<file path="src/rtl/scan_mux_pkg.sv">
// -----------------------------------------------------------------------------
// scan_mux_pkg
// Shared types and width helpers for the scan multiplexer and its channel
// search logic.
//   state_t    : sequencer state (SHOW = a channel is driven, BLANK = gap).
//   sel_width  : width of a channel index for a given channel count.
//   cnt_width  : width of a counter that must hold the values 0..n.
// -----------------------------------------------------------------------------
package scan_mux_pkg;

  typedef enum logic {
    ST_SHOW  = 1'b0,
    ST_BLANK = 1'b1
  } state_t;

  // A single-channel mux still needs a 1-bit index port.
  function automatic int sel_width(input int n);
    return (n > 1) ? $clog2(n) : 1;
  endfunction

  // clog2(n+1), never below 1 bit so a zero-length gap still has a legal counter.
  function automatic int cnt_width(input int n);
    return (n > 0) ? $clog2(n + 1) : 1;
  endfunction

endpackage

</file>
<file path="src/rtl/scan_next_ch.sv">
// -----------------------------------------------------------------------------
// scan_next_ch
// Combinational round-robin search: finds the first set mask bit strictly
// after i_ch, wrapping circularly, and finally i_ch itself.
// Ports:
//   i_ch    in  SW  current index (values >= CH are tolerated)
//   i_mask  in  CH  1 = candidate
//   o_next  out SW  next candidate index (i_ch when nothing is set)
//   o_wrap  out 1   o_next <= i_ch, i.e. the search wrapped past the top
//   o_any   out 1   at least one mask bit is set
// -----------------------------------------------------------------------------
module scan_next_ch #(
  parameter int CH = 8,
  parameter int SW = 3
) (
  input  logic [SW-1:0] i_ch,
  input  logic [CH-1:0] i_mask,
  output logic [SW-1:0] o_next,
  output logic          o_wrap,
  output logic          o_any
);

  localparam int NP = 2 ** SW;

  // Mask padded to the full index space so any SW-bit index is in range.
  logic [NP-1:0] w_mask_pad;
  assign w_mask_pad = NP'(i_mask);

  always_comb begin
    logic found;
    int   idx;
    o_next = i_ch;
    found  = 1'b0;
    idx    = 0;
    for (int k = 1; k <= CH; k++) begin
      // i_ch < 2*CH, so two conditional subtractions implement the modulo.
      idx = int'(i_ch) + k;
      if (idx >= CH) idx = idx - CH;
      if (idx >= CH) idx = idx - CH;
      if (!found && w_mask_pad[SW'(idx)]) begin
        o_next = SW'(idx);
        found  = 1'b1;
      end
    end
  end

  assign o_any  = |i_mask;
  assign o_wrap = (o_next <= i_ch);

endmodule

</file>
<file path="src/rtl/scan_mux.sv">
// -----------------------------------------------------------------------------
// scan_mux
// Registered CH-way multiplexer with a scan sequencer for time-multiplexed
// displays: each unmasked channel is shown for DIV cycles, separated by a
// BLANK-cycle gap with all enables off. Supports a manual-select mode and a
// frame pulse on every wrap of the scan.
// Ports:
//   clk         in  1     rising-edge clock
//   rst_n       in  1     asynchronous active-low reset
//   en          in  1     0 = blank outputs and hold the sequencer
//   mode        in  1     0 = auto scan, 1 = manual select
//   sel_in      in  SW    manual channel index
//   mask        in  CH    1 = channel participates
//   data_in     in  CH*W  channel i at bits [i*W +: W]
//   y           out W     registered selected word
//   an_n        out CH    registered active-low one-hot enable
//   ch          out SW    registered current channel index
//   frame_tick  out 1     one-cycle pulse when the scan wraps
// -----------------------------------------------------------------------------
module scan_mux
  import scan_mux_pkg::*;
#(
  parameter int  CH    = 8,
  parameter int  W     = 4,
  parameter int  DIV   = 1000,
  parameter int  BLANK = 2,
  localparam int SW    = sel_width(CH)
) (
  input  logic            clk,
  input  logic            rst_n,
  input  logic            en,
  input  logic            mode,
  input  logic [SW-1:0]   sel_in,
  input  logic [CH-1:0]   mask,
  input  logic [CH*W-1:0] data_in,
  output logic [W-1:0]    y,
  output logic [CH-1:0]   an_n,
  output logic [SW-1:0]   ch,
  output logic            frame_tick
);

  localparam int PW = cnt_width(DIV);
  localparam int BW = cnt_width(BLANK);
  localparam int NP = 2 ** SW;
  localparam logic [PW-1:0] PRESC_LAST = PW'(DIV - 1);
  localparam logic [BW-1:0] BLANK_LAST = BW'((BLANK > 0) ? BLANK - 1 : 0);

  state_t        r_state;
  logic [PW-1:0] r_presc;
  logic [BW-1:0] r_blank;
  logic [SW-1:0] r_ch;
  logic [W-1:0]  r_y;
  logic [CH-1:0] r_an_n;
  logic          r_frame;

  state_t        w_state_nx;
  logic [PW-1:0] w_presc_nx;
  logic [BW-1:0] w_blank_nx;
  logic [SW-1:0] w_ch_nx;
  logic          w_frame_nx;
  logic          w_load;
  logic          w_show;
  logic [SW-1:0] w_next;
  logic          w_wrap;
  logic          w_any;

  // Words and mask padded to the full index space: an out-of-range manual
  // index selects an all-zero mask bit and therefore never drives an enable.
  logic [W-1:0]  w_words [NP];
  logic [NP-1:0] w_mask_pad;
  logic [CH-1:0] w_onehot;

  genvar gi;
  for (gi = 0; gi < NP; gi++) begin : g_pad
    if (gi < CH) begin : g_real
      assign w_words[gi]    = data_in[gi*W +: W];
      assign w_mask_pad[gi] = mask[gi];
    end else begin : g_unused
      assign w_words[gi]    = '0;
      assign w_mask_pad[gi] = 1'b0;
    end
  end

  for (gi = 0; gi < CH; gi++) begin : g_onehot
    assign w_onehot[gi] = (w_ch_nx == SW'(gi));
  end

  scan_next_ch #(
    .CH (CH),
    .SW (SW)
  ) u_next (
    .i_ch   (r_ch),
    .i_mask (mask),
    .o_next (w_next),
    .o_wrap (w_wrap),
    .o_any  (w_any)
  );

  always_comb begin
    w_state_nx = r_state;
    w_presc_nx = r_presc;
    w_blank_nx = r_blank;
    w_ch_nx    = r_ch;
    w_frame_nx = 1'b0;
    w_load     = 1'b0;
    if (!en) begin
      w_state_nx = ST_BLANK;
      w_presc_nx = '0;
      w_blank_nx = '0;
    end else if (mode) begin
      // Parked in SHOW with a fresh prescaler so leaving manual mode
      // continues on the selected channel for a full slot.
      w_state_nx = ST_SHOW;
      w_presc_nx = '0;
      w_blank_nx = '0;
      w_ch_nx    = sel_in;
    end else begin
      unique case (r_state)
        ST_SHOW: begin
          if (r_presc == PRESC_LAST) begin
            w_presc_nx = '0;
            if (BLANK == 0) begin
              w_load = 1'b1;
            end else begin
              w_state_nx = ST_BLANK;
              w_blank_nx = '0;
            end
          end else begin
            w_presc_nx = r_presc + 1'b1;
          end
        end
        ST_BLANK: begin
          if ((BLANK == 0) || (r_blank == BLANK_LAST)) begin
            w_blank_nx = '0;
            w_load     = 1'b1;
          end else begin
            w_blank_nx = r_blank + 1'b1;
          end
        end
        default: ;
      endcase
      // With nothing unmasked the sequencer idles in BLANK, re-checking the
      // mask at the end of every gap.
      if (w_load) begin
        if (w_any) begin
          w_ch_nx    = w_next;
          w_state_nx = ST_SHOW;
          w_frame_nx = w_wrap;
        end else begin
          w_state_nx = ST_BLANK;
        end
      end
    end
  end

  // Outputs are derived from the next state so y, an_n and ch change together.
  assign w_show = (w_state_nx == ST_SHOW) && w_mask_pad[w_ch_nx];

  always_ff @(posedge clk or negedge rst_n) begin
    if (!rst_n) begin
      r_state <= ST_BLANK;
      r_presc <= '0;
      r_blank <= '0;
      r_ch    <= '0;
      r_y     <= '0;
      r_an_n  <= '1;
      r_frame <= 1'b0;
    end else begin
      r_state <= w_state_nx;
      r_presc <= w_presc_nx;
      r_blank <= w_blank_nx;
      r_ch    <= w_ch_nx;
      r_frame <= w_frame_nx;
      r_an_n  <= w_show ? ~w_onehot : '1;
      if (w_show) r_y <= w_words[w_ch_nx];
    end
  end

  assign y          = r_y;
  assign an_n       = r_an_n;
  assign ch         = r_ch;
  assign frame_tick = r_frame;

endmodule

</file>
<file path="config.mk">
export PLATFORM = sky130hd
export DESIGN_NAME = scan_mux
export DESIGN_NICKNAME = d
export VERILOG_FILES = /design/src/rtl/scan_mux_pkg.sv /design/src/rtl/scan_next_ch.sv /design/src/rtl/scan_mux.sv
export SDC_FILE = /design/constraint.sdc
export NUM_CORES = 1
export LEC_CHECK = 0
export ABC_AREA = 1
export CAP_MARGIN = 40
export CELL_PAD_IN_SITES_DETAIL_PLACEMENT = 0
export CELL_PAD_IN_SITES_GLOBAL_PLACEMENT = 1
export CORE_MARGIN = 2
export CORE_UTILIZATION = 31
export CTS_CLUSTER_SIZE = 40
export DETAILED_ROUTE_END_ITERATION = 8
export PLACE_DENSITY_LB_ADDON = 0.12
export SYNTH_ARGS = -nofsm -noshare
export SYNTH_HDL_FRONTEND = slang
export SYNTH_SLANG_ARGS = --single-unit
</file>
<file path="constraint.sdc">
create_clock -name clk -period 3.3 [get_ports clk]
set_clock_uncertainty 0.15 [all_clocks]
set_input_delay 0.495 -clock clk [delete_from_list [all_inputs] [get_ports clk]]
set_output_delay 0.495 -clock clk [all_outputs]
set_load 0.01 [all_outputs]
</file>
==> reports/qor.yml <==
status:
  run_status: "completed"
clocking:
  insertion_delay_ps: 280
  ctsHoldBuffers: 0
  clock-sinks: 29
  cts_max_level: 2
  cts_made_buffers: 5
  cts.clk_slew.worst_paths_ps: 80
  cts.path.max_buffers: 2
  tritoncts: "yes"
  root_buffer: "clkbuf_8"
pwr:
  power_mw: 1.800
  peakVddDrop_mv: 0.3086
  power_density_mw_per_mm2: 477.1
  power_leakage_nw: 1.896
  combPwrFrac_pct: 54.9
  power.share.switching_pct: 41.44
  p_clk_share_pct: 21.9
  seq_power_share_pct: 23.3
  power_switching_mw: 0.7459
  intPower_mw: 1.054
critical_path:
  crit_family: "simple AND/OR/NAND/NOR gates"
  arrival_ps: 3120
  cpMostUsedCell: "nand2_1"
  crit_path_start_kind: "register"
  crit_fanout: 10
  end_kind: "register"
  cp_num_cells: 23
  cp_slowest_cell: "dfrtp_1"
  r2r_cells: 23
  cpPeakStageDelay_ps: 430
  cp_cell_sequence: "buf_4, buf_4, nand2_1, nand3_1, nand3_4, nand2_4, clkinv_4, nand3_2, nor2_4, nand4_4, nand2_1, nand2_2, nand2_1, nand2_4, buf_4, nand3_2, nand2_1, nand2_1, nand2_4, a21oi_4, nand2_2, inv_2, nand2_1"
  cp.required_ps: 3350
  cp_num_buf_inv: 5
  critical_path_class: "register to register"
sta:
  relSlewSlack_pct: 46.46
  final-hold-violation-count: 0
  slew_violations: 0
  tightest_slew_ps: 794.7
  rsz0062_at_grt: "true"
  setup_viol: 0
  period_share_pct: 93.18
  min_period_ps: 3075
  setup_tns_ps: 0
  max_freq_mhz: 325.2
  setup_ws_ps: 225.2
floorplan:
  start_util_pct: 32.15
  ioPinCount: 63
  die_area_sq_mm: 0.009321
  rows: 33
  die_h_um: 96.55
  die_x_um: 96.55
  core_area_sq_mm: 0.008258
detailed_routing:
  drt_wl_total_um: 7883
  dr.first_iter.drc_count: 78
  via_count: 2915
  ant_nets: 0
  drcViolationCount: 0
  drt_first_pass_iters: 6
  wl_per_cell_um: 12.59
  viasPerCell: 4.657
global_routing:
  grt_max_degree: 30
  grt-ovfl-total: 0
  grt_pass1_wl_um: 13140
  antenna_found_initial: 0
  grt_pass1_vias: 2749
  grt_usage_pct: 17.97
synth:
  synth_cell_types: 39
  ys_ff_latch: 29
  syn-cell-area_sq_mm: 0.002655
  synth_nets: 485
  seq_area_frac_synth_pct: 27.76
  synthCells: 432
  ys_warn_count: 0
  syn_area_per_cell_sq_um: 6.146
finish:
  final_common_cell: "nand2_1"
  syn_to_final_growth_pct: 42.08
  seq_area_sq_um: 737.0
  fillers: 870
  drive_gt1_share_pct: 15.74
  diodes: 0
  fin_nets: 573
  finalNonFillerCells: 626
  layout.cells.most_common_list: "nand2_1, nand3_1, clkdlybuf4s50_1"
  multi_input_comb_area_sq_mm: 0.001709
min_path:
  min_path_type: "register to register"
  whs_path_depth: 2
place:
  dpl.hpwl_um: 6202
  place_ws_ps: -66.06
  place_congestion: 0.8543
  portBuffers: 62
  placed_cells: 610
run:
  cap_violations: 0
## path summary, 6_finish.rpt
kind	slack, ps	endpoint	startpoint
worst min register to register	340	y[1]$_DFFE_PN0P_	y[1]$_DFFE_PN0P_
worst min-delay path	340	y[1]$_DFFE_PN0P_	y[1]$_DFFE_PN0P_
worst max-delay path	230	an_n[0]$_DFF_PN1_	ch[0]$_DFF_PN0_
min in group asynchronous	450	r_presc[6]$_DFFE_PN0P_	rst_n
max in group asynchronous	2230	an_n[6]$_DFF_PN1_	rst_n
worst max register to register	230	an_n[0]$_DFF_PN1_	ch[0]$_DFF_PN0_
## tightest hold or removal path: cells and delay by family, from the launching register on
kind | cells | cell delay [ps]
DFF | 1 | 360
and+or+nand+nor | 2 | 100
## per-stage QoR
step / instance area [sq um] / util (%) / hold slack [ps]
CTS: 3631 / 43.97 / 346.3
floorplan: 2655 / - / 49.41
finish: 3772 / 45.68 / 344.9
global route: 3772 / 45.68 / 368.9
global placement: 3511 / 42.52 / 324.5
detailed placement: 3511 / 42.52 / 321.5
## Yosys cell counts
cell type,n,area [sq um]
dfstp_2,9,236.5
nand4_1,11,68.82
a21oi_4,1,16.27
nand2_1,182,683.2
o21ai_2,1,8.760
nor2_1,23,86.33
o22ai_1,2,12.51
nand4_2,1,12.51
o21ai_0,10,50.05
buf_4,3,22.52
clkinv_4,1,8.760
o21ai_1,2,10.01
o21bai_1,1,7.510
inv_1,47,176.4
nand2_2,6,37.54
nand2_4,1,11.26
buf_6,2,22.52
inv_4,1,6.260
xnor2_1,1,8.760
buf_1,1,3.750
o221ai_1,1,8.760
a21oi_1,4,20.02
buf_2,5,25.02
ha_1,6,75.07
inv_2,5,18.77
a32oi_1,1,8.760
xnor2_2,1,16.27
xor2_1,4,35.03
a21oi_2,1,8.760
dfrtp_1,20,500.5
nor4_1,1,6.260
nor3_1,3,15.01
nand3b_1,2,15.01
xor2_2,1,16.27
nand3_2,5,50.05
nand3_1,62,310.3
clkinv_1,1,3.750
nor2_4,2,22.52
o32ai_1,1,8.760
## kinds of logic (layout without fill, tap and decap cells)
logic type / after synthesis / in the layout / synth area share (%)
fa+ha+maj: 6 / 6 / 2.827
simple gates: 299 / 299 / 49.67
buf+inv: 66 / 154 / 10.84
compound gates: 25 / 26 / 6.033
xor+xnor: 7 / 7 / 2.875
flops: 29 / 29 / 27.76
## what timing repair did
item                       in CTS  in global routing
setup endpoints to repair       0                 13
resized for setup               0                 19
setup buffers                   0                  7
## cell type report
class | instances | share of cell area, %
flip-flops and latches | 29 | 19.54
repair buffers | 91 | 22.75
well taps | 105 | 3.483
clock inverters | 2 | 0.9950
inverters | 55 | 5.738
multi-input cells | 338 | 45.31
clock buffers | 6 | 2.189
## power groups by stage
| stage | clock (mW) | sequential, mW | combinational (mW) |
|---|---|---|---|
| floorplan | 0 | 0.432 | 0.584 |
| global placement | 0 | 0.424 | 0.917 |
| detailed placement | 0 | 0.423 | 0.919 |
| CTS | 0.399 | 0.419 | 0.924 |
| global route | 0.425 | 0.422 | 1.11 |
| finish | 0.394 | 0.419 | 0.987 |
## flip-flops by register name (all words and copies together), names as in the netlist
name and flops:
frame_tick 1, an_n 8, r_presc 10, r_state 1, ch 3, y 4, r_blank 2
## routing by layer
layer	vias up	track usage (%)	share of wire (%)
met5	-	0	0
met4	0	2.465	0.22
met3	2	3.336	4.1
met2	54	30.44	48
met1	1306	24.47	48
li1	1553	-	-
No activity file was read; power rests on OpenSTA's default activity.
